File: config.mk
export PLATFORM = sky130hd
export DESIGN_NAME = implication_queue
export DESIGN_NICKNAME = d
export VERILOG_FILES = /design/src/rtl/sat_solver_pkg.sv /design/src/rtl/unit_arbiter.sv /design/src/rtl/implication_queue.sv
export SDC_FILE = /design/constraint.sdc
export NUM_CORES = 1
export LEC_CHECK = 0
export ABC_AREA = 1
export ABC_CLOCK_PERIOD_IN_PS = 7760
export CAP_MARGIN = 40
export CORE_ASPECT_RATIO = 0.9
export CORE_MARGIN = 2
export CORE_UTILIZATION = 39
export DETAILED_ROUTE_END_ITERATION = 10
export HOLD_SLACK_MARGIN = 0.03
export PLACE_DENSITY = 0.55
export SLEW_MARGIN = 10
export SYNTH_ARGS = -nofsm -noshare
export SYNTH_HDL_FRONTEND = slang
export SYNTH_SLANG_ARGS = --single-unit
File: constraint.sdc
create_clock -name clk -period 7.76 [get_ports clk]
set_input_delay 1.164 -clock clk [delete_from_list [all_inputs] [get_ports clk]]
set_output_delay 1.164 -clock clk [all_outputs]
set_load 0.05 [all_outputs]
File: src/rtl/sat_solver_pkg.sv
// Shared SAT-solver types used by the implication queue.
//   NUM_VARIABLE   : number of SAT variables
//   VARIABLE_INDEX : MSB of a variable index
//   var_idx_t      : variable index
//   implication_t  : one implication (variable index plus its implied value)
package sat_solver_pkg;

  localparam int NUM_VARIABLE   = 128;
  localparam int VARIABLE_INDEX = $clog2(NUM_VARIABLE) - 1;

  typedef logic [VARIABLE_INDEX:0] var_idx_t;

  typedef struct packed {
    var_idx_t var_idx;
    logic     val;
  } implication_t;

endpackage

File: src/rtl/unit_arbiter.sv
// Fixed-priority one-hot picker: the lowest-index requesting lane wins.
//   en  : when low, no lane is granted
//   req : per-lane request
//   gnt : one-hot grant (all zero if disabled or no request)
module unit_arbiter #(
  parameter int N = 4
) (
  input  logic         en,
  input  logic [N-1:0] req,
  output logic [N-1:0] gnt
);

  always_comb begin
    // NOTE: every combinational output gets a default before any branch;
    // a path that leaves it unassigned would infer a latch.
    gnt = '0;
    if (en) begin
      // Scan from the top so the lowest requesting lane is written last.
      for (int i = N - 1; i >= 0; i--) begin
        if (req[i]) begin
          gnt    = '0;
          gnt[i] = 1'b1;
        end
      end
    end
  end

endmodule

File: src/rtl/implication_queue.sv
// Collects unit-clause implications from NUM_EVAL evaluator lanes, filters
// duplicates, detects opposite-polarity implications (conflict) and buffers
// the survivors in a FIFO that hands out one implication per cycle.
//   clk, rst_n        : clock, async active-low reset
//   flush             : synchronous clear on backtrack
//   unit_clause       : per-lane unit flag
//   implied_variable  : per-lane implied variable index
//   new_assignment    : per-lane implied value
//   grant             : one-hot lane consumed this cycle (combinational)
//   out_valid/ready   : head handshake
//   out_var/out_val   : head implication
//   conflict          : sticky conflict flag; conflict_var holds its variable
//   count             : FIFO occupancy
module implication_queue
  import sat_solver_pkg::*;
#(
  parameter int NUM_EVAL = 4,
  parameter int DEPTH    = 16
) (
  input  logic                       clk,
  input  logic                       rst_n,
  input  logic                       flush,
  input  logic     [NUM_EVAL-1:0]    unit_clause,
  input  var_idx_t [NUM_EVAL-1:0]    implied_variable,
  input  logic     [NUM_EVAL-1:0]    new_assignment,
  output logic     [NUM_EVAL-1:0]    grant,
  output logic                       out_valid,
  input  logic                       out_ready,
  output var_idx_t                   out_var,
  output logic                       out_val,
  output logic                       conflict,
  output var_idx_t                   conflict_var,
  output logic     [$clog2(DEPTH):0] count
);

  localparam int            PW   = $clog2(DEPTH);
  localparam logic [PW:0]   FULL = (PW + 1)'(DEPTH);

  implication_t              mem_q [DEPTH];
  logic [PW-1:0]             wr_ptr_q, wr_ptr_d, rd_ptr_q, rd_ptr_d;
  logic [PW:0]               count_q, count_d;
  logic [NUM_VARIABLE-1:0]   pend_q, pend_d, pval_q, pval_d;
  logic                      conflict_q, conflict_d;
  var_idx_t                  conflict_var_q, conflict_var_d;

  implication_t              cand, head;
  logic                      arb_en, has_cand, enq, deq, conf_hit;

  // A conflict freezes intake; flush and a full FIFO block it too.
  assign arb_en = ~conflict_q & ~flush & (count_q != FULL);

  unit_arbiter #(.N(NUM_EVAL)) u_arb (
    .en  (arb_en),
    .req (unit_clause),
    .gnt (grant)
  );

  // One-hot select of the granted lane.
  always_comb begin
    cand = '0;
    for (int i = 0; i < NUM_EVAL; i++) begin
      if (grant[i]) begin
        cand.var_idx = implied_variable[i];
        cand.val     = new_assignment[i];
      end
    end
  end

  // Lookups use registered state, so a variable leaving the head this cycle
  // still counts as pending for the incoming candidate.
  assign has_cand = |grant;
  assign enq      = has_cand & ~pend_q[cand.var_idx];
  assign conf_hit = has_cand & pend_q[cand.var_idx] & (pval_q[cand.var_idx] != cand.val);

  assign head      = mem_q[rd_ptr_q];
  assign out_valid = (count_q != '0) & ~conflict_q;
  assign deq       = out_valid & out_ready & ~flush;

  assign out_var      = head.var_idx;
  assign out_val      = head.val;
  assign conflict     = conflict_q;
  assign conflict_var = conflict_var_q;
  assign count        = count_q;

  always_comb begin
    wr_ptr_d       = wr_ptr_q;
    rd_ptr_d       = rd_ptr_q;
    count_d        = count_q;
    pend_d         = pend_q;
    pval_d         = pval_q;
    conflict_d     = conflict_q;
    conflict_var_d = conflict_var_q;
    if (flush) begin
      wr_ptr_d   = '0;
      rd_ptr_d   = '0;
      count_d    = '0;
      pend_d     = '0;
      pval_d     = '0;
      conflict_d = 1'b0;
    end else begin
      // Dequeue clears first; an enqueue never targets the same variable
      // because that variable is still pending in registered state.
      if (deq) begin
        rd_ptr_d              = rd_ptr_q + PW'(1);
        pend_d[head.var_idx]  = 1'b0;
      end
      if (enq) begin
        wr_ptr_d              = wr_ptr_q + PW'(1);
        pend_d[cand.var_idx]  = 1'b1;
        pval_d[cand.var_idx]  = cand.val;
      end
      if (conf_hit) begin
        conflict_d     = 1'b1;
        conflict_var_d = cand.var_idx;
      end
      case ({enq, deq})
        2'b10:   count_d = count_q + (PW + 1)'(1);
        2'b01:   count_d = count_q - (PW + 1)'(1);
        default: count_d = count_q;
      endcase
    end
  end

  always_ff @(posedge clk or negedge rst_n) begin
    if (!rst_n) begin
      // NOTE: sequential state uses non-blocking assignments so every
      // register samples the pre-edge values of the others.
      wr_ptr_q       <= '0;
      rd_ptr_q       <= '0;
      count_q        <= '0;
      pend_q         <= '0;
      pval_q         <= '0;
      conflict_q     <= 1'b0;
      conflict_var_q <= '0;
    end else begin
      wr_ptr_q       <= wr_ptr_d;
      rd_ptr_q       <= rd_ptr_d;
      count_q        <= count_d;
      pend_q         <= pend_d;
      pval_q         <= pval_d;
      conflict_q     <= conflict_d;
      conflict_var_q <= conflict_var_d;
    end
  end

  // NOTE: the storage array is deliberately not reset; count and pointers
  // already mark every slot invalid, so resetting it would only cost flops.
  always_ff @(posedge clk) begin
    if (enq) mem_q[wr_ptr_q] <= cand;
  end

endmodule

# Word level (Yosys, flattened, before mapping)
# Memory sizes are Yosys's and may differ from the RTL's.
# Index checks and enable logic that the tools add are counted.
# word_totals
ff_bits,277
ramBits,128
input_bits,40
out_inout_bits,26
word_cells,77
memories,1
# op_classes
n_addsub,4
magnitude_cmp,4
n_eq_ne,4
muxes,34
bitwise_logic,14
n_reduce_logical,9
# mem_list
memory,words,width,rd,rd_ports_with_merged_regs,write_ports,line,source
mem_q,16,8,1,0,1,implication_queue.sv:39,implication_t mem_q [DEPTH];
# op_table
op,count
$mux 128,6
$and 128x128->128,1
$bwmux 128,1
$not 128->128,1
$or 128x128->128,1
$mux 4,9
$mux 8,4
$lt 7x8->1 const B,2
$bmux 1 s7,2
$demux 1 s7,2
$ge 7x1->1 const B,2
$pmux 5 s2,1
$add 4x1->4 const B,2
$and 1x1->1,8
$mux 1,8
$reduce_bool 2->1,3
$add 5x1->5 const B,1
$mux 5,1
$ne 5x5->1 const B,1
$reduce_bool 5->1,1
$sub 5x1->5 const B,1
$reduce_or 4->1,1
$not 1->1,3
$reduce_bool 3->1,1
5 further kinds,6

# Depth between registers and ports, before layout
# Gate-level depths: netlist of run 1.
# logic_depth
ltp_word,16
mapped_depth,34
depth_no_buf,31

# Hierarchy
# From an unflattened synthesis of run 1, not the netlist that was laid out.
# unflattened
hier_cells,2289
area_unflattened_um2,19678.9
# modules_own_cells
mod,n_inst,cells_each,area_per_inst_um2,seq_area_each_um2
implication_queue,1,2278,19635.1,10775.3
unit_arbiter,1,11,43.8,0.0

# Worst setup path after synthesis of run 1
# No wires, ideal clock.
# synth_timing
kind,input -> register
startpoint,input port flush
endpoint,memory mem_q[11][0] (netlist bit) (enable)
setup_ns,0.370
arrival_ns,4.264
required_time_ns,7.390
setup_slack_ns,3.126
cell_stages,22
n_path_buf,3
path_cell_list,nor2_2 buf_4 nand2_2 nor2_2 nand2_1 nand2_1 a21oi_1 nand2_1 inv_2 nand2_1 buf_2 nor2_1 nor2_1 nand2_1 nand2_1 nand2_1 nor2_1 nand2_1 buf_4 inv_2 nand2_1 nor2_1
# synth_lines
element,line,source
start: declaration,implication_queue.sv:22,"input logic flush,"
end: declaration,implication_queue.sv:39,

# Worst setup path in the final report of run 1
# layout_timing
startpoint,input port unit_clause[0]
endpoint,memory mem_q[15][1] (netlist bit) (enable)
# layout_via
elab_chain_len,12
elab_cells_between_ends,13
cone_classes,10 x mux; 2 x bitwise; 1 x reduce/logical
# layout_lines
element,line,source
start: declaration,implication_queue.sv:23,"input logic [NUM_EVAL-1:0] unit_clause,"
$mux 4 (*),unit_arbiter.sv:20,if (req[i]) begin
$mux 4 (*),unit_arbiter.sv:17,if (en) begin
$mux 8 (4 in series),implication_queue.sv:62,if (grant[i]) begin
$bmux 1 s7,implication_queue.sv:72,assign enq = has_cand & ~pend_q[cand.var_idx];
$mux 1 (not written as such),implication_queue.sv:72,
$not 1->1,implication_queue.sv:72,
$and 1x1->1 (*),implication_queue.sv:72,
$mux 1 (*),implication_queue.sv:149,if (enq) mem_q[wr_ptr_q] <= cand;
$mux 1 (not written as such) (*),implication_queue.sv:149,
# Every way passes the cells marked *; elsewhere a longest branch is shown, timed or not. The select of a mux whose other input is x is not followed.

==> out/results.ini, run 1 <==
[outcome]
status = complete, no violations

[sta]
fmax_mhz = 172.3
relSlewSlack = 0.3436
setup_ws_ps = 1956
hold_violations = 0
worst_slew_pin_slew_ps = 984.5
period_share = 0.7479
setup_viol = 0
grt_setup_unrepaired = false
fin_tns_setup_ps = 0
drv_slew = 0
skew_ps = 33.96
period_needed_ps = 5804

[global_routing]
grt_overflow = 0
grtUsageTotal = 0.2655
grt_pass1_vias = 16130
grt_pass1_wl_um = 103900
grt_max_degree = 120
antenna_found_initial = 1

[route]
drt_iter0_markers = 2276
viasPerCell = 5.689
ant_nets = 0
wl_per_cell_um = 22.74
drc = 0
routed_wl_um = 68710
firstDrtPassIters = 6
vias = 17190

[logic_synthesis]
synth_seq_cells = 405
async_flop_share = 0.6840
yosysWarnings = 0
synth_top_area_frac = 0.3563
synth_area_leaders = dfrtp_1 (36%), edfxtp_1 (20%), nand2_1 (10%), a21oi_1 (7.4%), o21ai_0 (7.3%)
yosysTopAreaCell = dfrtp_1
synth_cells = 2279
ys.flop_type = dfrtp_1
syn_avg_cell_area_um2 = 8.536
syn_nets = 2326
synth_seq_area_share = 0.5539
yosysUniqueCellTypes = 43
synth_area_mm2 = 0.01945
synth_edf_count = 128

[pwr]
leakage_uw = 0.009202
powerDensity_mw_per_mm2 = 276.2
power.switching_uw = 2274
peakVddDrop_v = 0.0002016
p_comb_frac = 0.273
pwr-share-clk = 0.350
switching_share = 0.3690
seqPwrFrac = 0.377
p_int_uw = 3890

[floorplan]
die_area_mm2 = 0.05169
rows = 77
design.core.area_mm2 = 0.04923
die_w_um = 239.4
die_h_um = 215.9
initial_core_util = 0.3952
num_io_pins = 66

[clocking]
clk_pin_slew_worst_paths_ps = 60
cts-root-buf = clkbuf_16
post-cts-setup-buffers = 0
cts_tree = yes
cts_hold_buf = 0
cts_made_buffers = 46
cts_max_level = 2
post_cts_resized = 0
clock_latency_ps = 600
cts.sinks = 405
cts_buffer_depth = 3

[critical_path]
crit_end = mem_q[15][1]$_DFFE_PP_
slowest_stage = nor2_1
crit_required_ps = 7960
timing.rr.start = count[0]$_DFFE_PN0P_
crit_start = unit_clause[0]
reg2reg_slack_ps = 2080
cp_data_arrival_time_ps = 6000
reg2regPathDepth = 20
worstPathMaxFanout = 55
r2r_end = mem_q[15][1]$_DFFE_PP_
critical_path.top_delay_family = simple AND/OR/NAND/NOR gates
crit_cells = 22
endpoint_kind = flip-flop
worstPathBufferInverterCount = 4
max_stage_delay_ps = 740
path_class = in -> reg
path_cells = clkdlybuf4s50_1 > inv_2 > nand2_1 > nor2_2 > nand4_1 > nand4_4 > buf_4 > nand2_1 > nand2_1 > nand2_1 > nand2_1 > nor2_1 > nor2_1 > nor2_1 > nand2_1 > nand2_1 > nand2_1 > nor2_1 > nand2_1 > inv_2 > nand2_1 > nor2_1
worstSetupStartpointType = primary input
cpMostUsedCell = nand2_1

[layout]
drive_gt1_frac = 0.07365
layout.nets = 2360
mostFrequentLayoutCell = nand2_1
final_cell_mix = nand2_1 (525), a21oi_1 (287), o21ai_0 (282)
syn2layout_area_growth_pct = 14.75

[place]
place_ws_ps = 1399
portBuffers = 65
hpwl_um = 43330
gp_congestion = 0.9354

[hold_path]
min_path_type = reg -> reg
hold_path_startpoint = conflict_var[1]$_DFFE_PN0P_

[run]
maxCapViolCount = 0

cell type report:
class / count / area, um^2
clock inverters: 21 / 173.9
inverters: 189 / 713.2
clock buffers: 63 / 1315
fillers: 4803 / 26910
well taps: 671 / 839.6
flip-flops and latches: 405 / 10780
multi-input cells: 1567 / 7457
diodes: 1 / 2.502
repair buffers: 104 / 1045
worst min path at each step:
stage	slack [ps]	depth (start not counted)	endpoint
after global placement	470	2	conflict_var[2]$_DFFE_PN0P_
after floorplan	480	2	pval_q[43]$_DFFE_PN0P_
after global routing	520	2	conflict_var[3]$_DFFE_PN0P_
final	480	2	conflict_var[1]$_DFFE_PN0P_
after detailed placement	470	2	conflict_var[1]$_DFFE_PN0P_
after CTS	490	2	conflict_var[1]$_DFFE_PN0P_
metal layers:
layer | wire, um | global-route usage
met3 | 7230 | 0.06792
met5 | 55 | 0
met1 | 30780 | 0.4016
met4 | 1760 | 0.08354
met2 | 28880 | 0.3688
sequential cells by signal (all words and copies together) (netlist names):
signal and flops:
pval_q 128, wr_ptr_q 4, count 5, conflict 1, mem_q 128, conflict_var 7, pend_q 128, rd_ptr_q 4
worst register-to-register path, stage by stage (launching register included):
cell and delay [ps]:
dfrtp_1 440, nor2_1 180, nand3_2 400, nand4_1 350, nand4_4 530, buf_4 580
nand2_1 190, nand2_1 90, nand2_1 70, nand2_1 50, nor2_1 110, nor2_1 60
nor2_1 200, nand2_1 80, nand2_1 60, nand2_1 70, nor2_1 130, nand2_1 420
inv_2 360, nand2_1 190, nor2_1 740
cell families (layout without fill, tap and decap cells):
kind of cell | Yosys count | count (layout) | share of synthesized area
AO/OA/AOI/OAI | 706 | 706 | 0.1942
XOR/XNOR | 2 | 2 | 0.0009006
adder cells (fa/ha/maj) | 7 | 7 | 0.004502
buffers and inverters | 307 | 377 | 0.06361
flip-flops | 405 | 405 | 0.5539
other | 0 | 1 | 0
AND/OR/NAND/NOR | 852 | 852 | 0.1829
power by group through the flow:
stage          Combinational (uW)  Sequential [uW]  Clock, uW
4_1_cts                      1660             2330       2180
2_1_floorplan                 909             2420          0
3_5_place_dp                 1650             2370          0
3_3_place_gp                 1620             2360          0
6_report                     1680             2320       2160
5_1_grt                      1800             2330       2270
synth_stat cells, types with 2 or more instances:
cell / number
buf_2: 17
nor2_2: 10
nor2_4: 8
a211oi_1: 7
a221oi_1: 12
nand3_1: 81
nand3_2: 2
buf_4: 11
nand2_2: 11
inv_2: 10
o21bai_4: 2
edfxtp_1: 128
nor2_1: 178
o31ai_1: 6
dfrtp_1: 277
o21ai_1: 24
o22ai_1: 72
or2_1: 3
inv_1: 179
ha_1: 7
buf_1: 2
nor3_2: 4
nor3_1: 3
a21oi_1: 287
o21ai_0: 282
nand4_1: 19
or2_2: 2
o221ai_1: 8
buf_6: 3
nand2_1: 525
clkbuf_1: 85
a22o_1: 3
metrics by stage:
step / instance area (um^2) / total power [uW] / hold WS [ps] / instances / utilization
after global routing: 22320 / 6397 / 515.9 / 3020 / 0.4534
after detailed placement: 20800 / 4019 / 474.7 / 2934 / 0.4225
after CTS: 22290 / 6167 / 490.6 / 3018 / 0.4528
after global placement: 20620 / 3988 / 470.7 / 2919 / 0.4188
after floorplan: 19450 / 3332 / 480.7 / 2279 / -
final: 22320 / 6165 / 483.4 / 3021 / 0.4534
Note: power is estimated with default switching activity, not from simulation.
==> inputs of run 2 (changes only) <==
--- a/config.mk
+++ b/config.mk
@@ -6,14 +6,14 @@
 export NUM_CORES = 1
 export LEC_CHECK = 0
 export ABC_AREA = 1
-export ABC_CLOCK_PERIOD_IN_PS = 7760
+export ABC_CLOCK_PERIOD_IN_PS = 4640
 export CAP_MARGIN = 40
 export CORE_ASPECT_RATIO = 0.9
 export CORE_MARGIN = 2
 export CORE_UTILIZATION = 39
 export DETAILED_ROUTE_END_ITERATION = 10
 export HOLD_SLACK_MARGIN = 0.03
-export PLACE_DENSITY = 0.55
+export PLACE_DENSITY = 0.57
 export SLEW_MARGIN = 10
 export SYNTH_ARGS = -nofsm -noshare
 export SYNTH_HDL_FRONTEND = slang
==> constraint.sdc (replaced) <==
create_clock -name clk -period 4.64 [get_ports clk]
set_input_delay 0.696 -clock clk [delete_from_list [all_inputs] [get_ports clk]]
set_output_delay 0.696 -clock clk [all_outputs]
set_load 0.05 [all_outputs]
==> run 2 against run 1 <==
Wire length grew 1.0%. Clock skew is 7.4 ps lower. Total power is 71% higher. Flip-flop and latch count unchanged. Cell area rose by 4.8%. Sequential share of layout area decreased by 2.2 points. Clock power rose by 66%. Largest power group unchanged. Highest routed layer is now met4.
==> out/results.ini, run 2 (same netlist as run 1, synthesis figures left out) <==
[global_routing]
grt_max_degree = 107  ; was 120
grt_pass1_vias = 16710  ; was 16130
grtUsageTotal = 0.2661  ; was 0.2655
grt_overflow = 0  ; unchanged
antenna_found_initial = 0  ; was 1
grt_pass1_wl_um = 104400  ; was 103900 um

[critical_path]
crit_required_ps = 5110  ; was 7960 ps
worstSetupStartpointType = flip-flop  ; was primary input
endpoint_kind = flip-flop  ; unchanged
critical_path.top_delay_family = simple AND/OR/NAND/NOR gates  ; unchanged
worstPathBufferInverterCount = 5  ; was 4
path_cells = nand3_4 > nand2_2 > inv_2 > nand2_1 > inv_2 > nand2_1 > nand2_1 > a21oi_1 > nand2_1 > inv_2 > nand2_1 > nor2_1 > nor2_1 > nand2_1 > nand2_1 > nand2_1 > nor2_1 > nand2_1 > buf_12 > buf_4 > nor3_2 > nand2_1 > o21ai_0 > a21oi_1  ; was clkdlybuf4s50_1 > inv_2 > nand2_1 > nor2_2 > nand4_1 > nand4_4 > buf_4 > nand2_1 > nand2_1 > nand2_1 > nand2_1 > nor2_1 > nor2_1 > nor2_1 > nand2_1 > nand2_1 > nand2_1 > nor2_1 > nand2_1 > inv_2 > nand2_1 > nor2_1
worstPathMaxFanout = 8  ; was 55
path_class = reg -> reg  ; was in -> reg
max_stage_delay_ps = 570  ; was 740 ps
cpMostUsedCell = nand2_1  ; unchanged
slowest_stage = dfrtp_1  ; was nor2_1
cp_data_arrival_time_ps = 4870  ; was 6000 ps

[sta]
setup_ws_ps = 242.2  ; was 1956 ps
worst_slew_pin_slew_ps = 928.7  ; was 984.5 ps
hold_violations = 0  ; unchanged
setup_viol = 0  ; unchanged
period_needed_ps = 4398
relSlewSlack = 0.3809  ; was 0.3436
skew_ps = 26.56  ; was 33.96 ps
drv_slew = 0  ; unchanged
grt_setup_unrepaired = true  ; was false
fmax_mhz = 227.4
period_share = 0.9478

[floorplan]
die_area_mm2 = 0.05169  ; unchanged
num_io_pins = 66  ; unchanged
rows = 77  ; unchanged
die_w_um = 239.4  ; unchanged
die_h_um = 215.9  ; unchanged
design.core.area_mm2 = 0.04923  ; unchanged
initial_core_util = 0.3952  ; unchanged

[route]
drc = 0  ; unchanged
wl_per_cell_um = 22.19  ; was 22.74 um
drt_iter0_markers = 1901  ; was 2276
viasPerCell = 5.602  ; was 5.689
routed_wl_um = 69430  ; was 68710 um
vias = 17530  ; was 17190
ant_nets = 0  ; unchanged
firstDrtPassIters = 6  ; unchanged

[clocking]
cts_hold_buf = 0  ; unchanged
cts_max_level = 2  ; unchanged
clk_pin_slew_worst_paths_ps = 60  ; about the same
cts_buffer_depth = 3  ; unchanged
cts_made_buffers = 45  ; was 46
cts_tree = yes  ; unchanged
clock_latency_ps = 600  ; about the same
cts-root-buf = clkbuf_16  ; unchanged
cts.sinks = 405  ; unchanged

[layout]
syn2layout_area_growth_pct = 20.23  ; was 14.75%
drive_gt1_frac = 0.1147  ; was 0.07365
reg_top3 = mem_q (128), pend_q (128), pval_q (128)  ; unchanged
mostFrequentLayoutCell = nand2_1  ; unchanged
antenna_cells = 0  ; was 1
layout.nets = 2469  ; was 2360
final_cell_mix = nand2_1 (524), a21oi_1 (287), o21ai_0 (282)  ; was nand2_1 (525), a21oi_1 (287), o21ai_0 (282)
nFillCells = 4732  ; was 4803

[outcome]
status = complete, no violations  ; unchanged

[pwr]
p_comb_frac = 0.290  ; was 0.273
p_int_uw = 6690  ; was 3890 uW
leakage_uw = 0.009795  ; was 0.009202 uW
peakVddDrop_v = 0.0003318  ; was 0.0002016 V
pwr-share-clk = 0.338  ; was 0.350
switching_share = 0.3671  ; was 0.3690
seqPwrFrac = 0.372  ; was 0.377
total_power_uw = 10570  ; was 6165 uW
powerDensity_mw_per_mm2 = 451.9  ; was 276.2 mW/mm^2
power.switching_uw = 3880  ; was 2274 uW

[place]
portBuffers = 65  ; unchanged
hpwl_um = 45810  ; was 43330 um
place_ws_ps = -139.5  ; was 1399 ps
gp_congestion = 0.9346  ; was 0.9354

[run]
maxCapViolCount = 0  ; unchanged

[hold_path]
min_path_type = in -> async  ; was reg -> reg

[run 2: cell types whose count changed in the layout (fill, tap and decap cells not counted), moves of 2 or more]
| cell | delta |
|---|---|
| nor2_1 | -2 |
| clkinv_1 | -3 |
| nor2_4 | +2 |
| clkbuf_1 | +7 |
| buf_8 | -5 |
| clkinvlp_4 | +2 |
| buf_4 | +93 |
| clkinv_2 | -6 |
| buf_12 | +23 |
[run 2: worst register-to-register path, stage by stage, from the launching register on]
cell and delay (ps):
dfrtp_1 570, nand3_4 280, nand2_2 110, inv_2 50
nand2_1 50, inv_2 130, nand2_1 60, nand2_1 50
a21oi_1 40, nand2_1 360, inv_2 100, nand2_1 430
nor2_1 110, nor2_1 280, nand2_1 100, nand2_1 70
nand2_1 50, nor2_1 130, nand2_1 140, buf_12 180
buf_4 180, nor3_2 370, nand2_1 180, o21ai_0 190
a21oi_1 60
[run 2: final timing paths]
check,start,endpoint,slack [ps],cells after the start
max,count[4]$_DFFE_PN0P_,pval_q[109]$_DFFE_PN0P_,240,24
min,rst_n,pval_q[95]$_DFFE_PN0P_,120,1
max reg2reg,count[4]$_DFFE_PN0P_,pval_q[109]$_DFFE_PN0P_,240,24
min reg2reg,conflict_var[1]$_DFFE_PN0P_,conflict_var[1]$_DFFE_PN0P_,490,2
max in group asynchronous,rst_n,pval_q[54]$_DFFE_PN0P_,3270,2
min in group clk,conflict_var[1]$_DFFE_PN0P_,conflict_var[1]$_DFFE_PN0P_,490,2
[run 2: repair_timing]
item,4_1_cts,5_1_grt
resized for setup,0,8
setup endpoints to repair,0,229
hold endpoints to repair,0,0
setup buffers,0,6
[run 2: final cells by class]
| type | count | area, um^2 | area share |
|---|---|---|---|
| Sequential cell | 405 | 10780 | 0.4607 |
| Inverter | 189 | 713.2 | 0.03049 |
| Timing Repair Buffer | 213 | 2090 | 0.08933 |
| Clock buffer | 68 | 1303 | 0.05569 |
| Clock inverter | 15 | 166.4 | 0.007115 |
| Multi-Input combinational cell | 1568 | 7502 | 0.3207 |
| Tap cell | 671 | 839.6 | 0.03589 |
[run 2: power by group through the flow]
stage | registers (uW) | clock network [uW] | logic, uW
2_1_floorplan | 4050 | 0 | 1520
3_3_place_gp | 3970 | 0 | 2920
3_5_place_dp | 3980 | 0 | 2930
4_1_cts | 3910 | 3650 | 2940
5_1_grt | 3940 | 3790 | 3260
6_report | 3930 | 3580 | 3060
[run 2: routing by layer]
layer,vias up,GRT usage,wire (um)
li1,8042,-,-
met1,8516,0.3937,30790
met2,846,0.3959,30270
met3,125,0.04988,6587
met4,0,0.07813,1779
met5,-,0,0
[run 2: stage by stage]
step | hold slack [ps] | util | cell area [um^2] | setup TNS, ps | instances
finish | 117.6 | 0.4751 | 23390 | 0 | 3129
detailed placement | 478.6 | 0.4432 | 21820 | -7936 | 3039
global route | 206.2 | 0.4751 | 23390 | -101.4 | 3129
global placement | 472.9 | 0.4428 | 21800 | -3170 | 3038
floorplan | 400.4 | - | 19450 | 0 | 2279
CTS | 191.5 | 0.4730 | 23290 | 0 | 3122
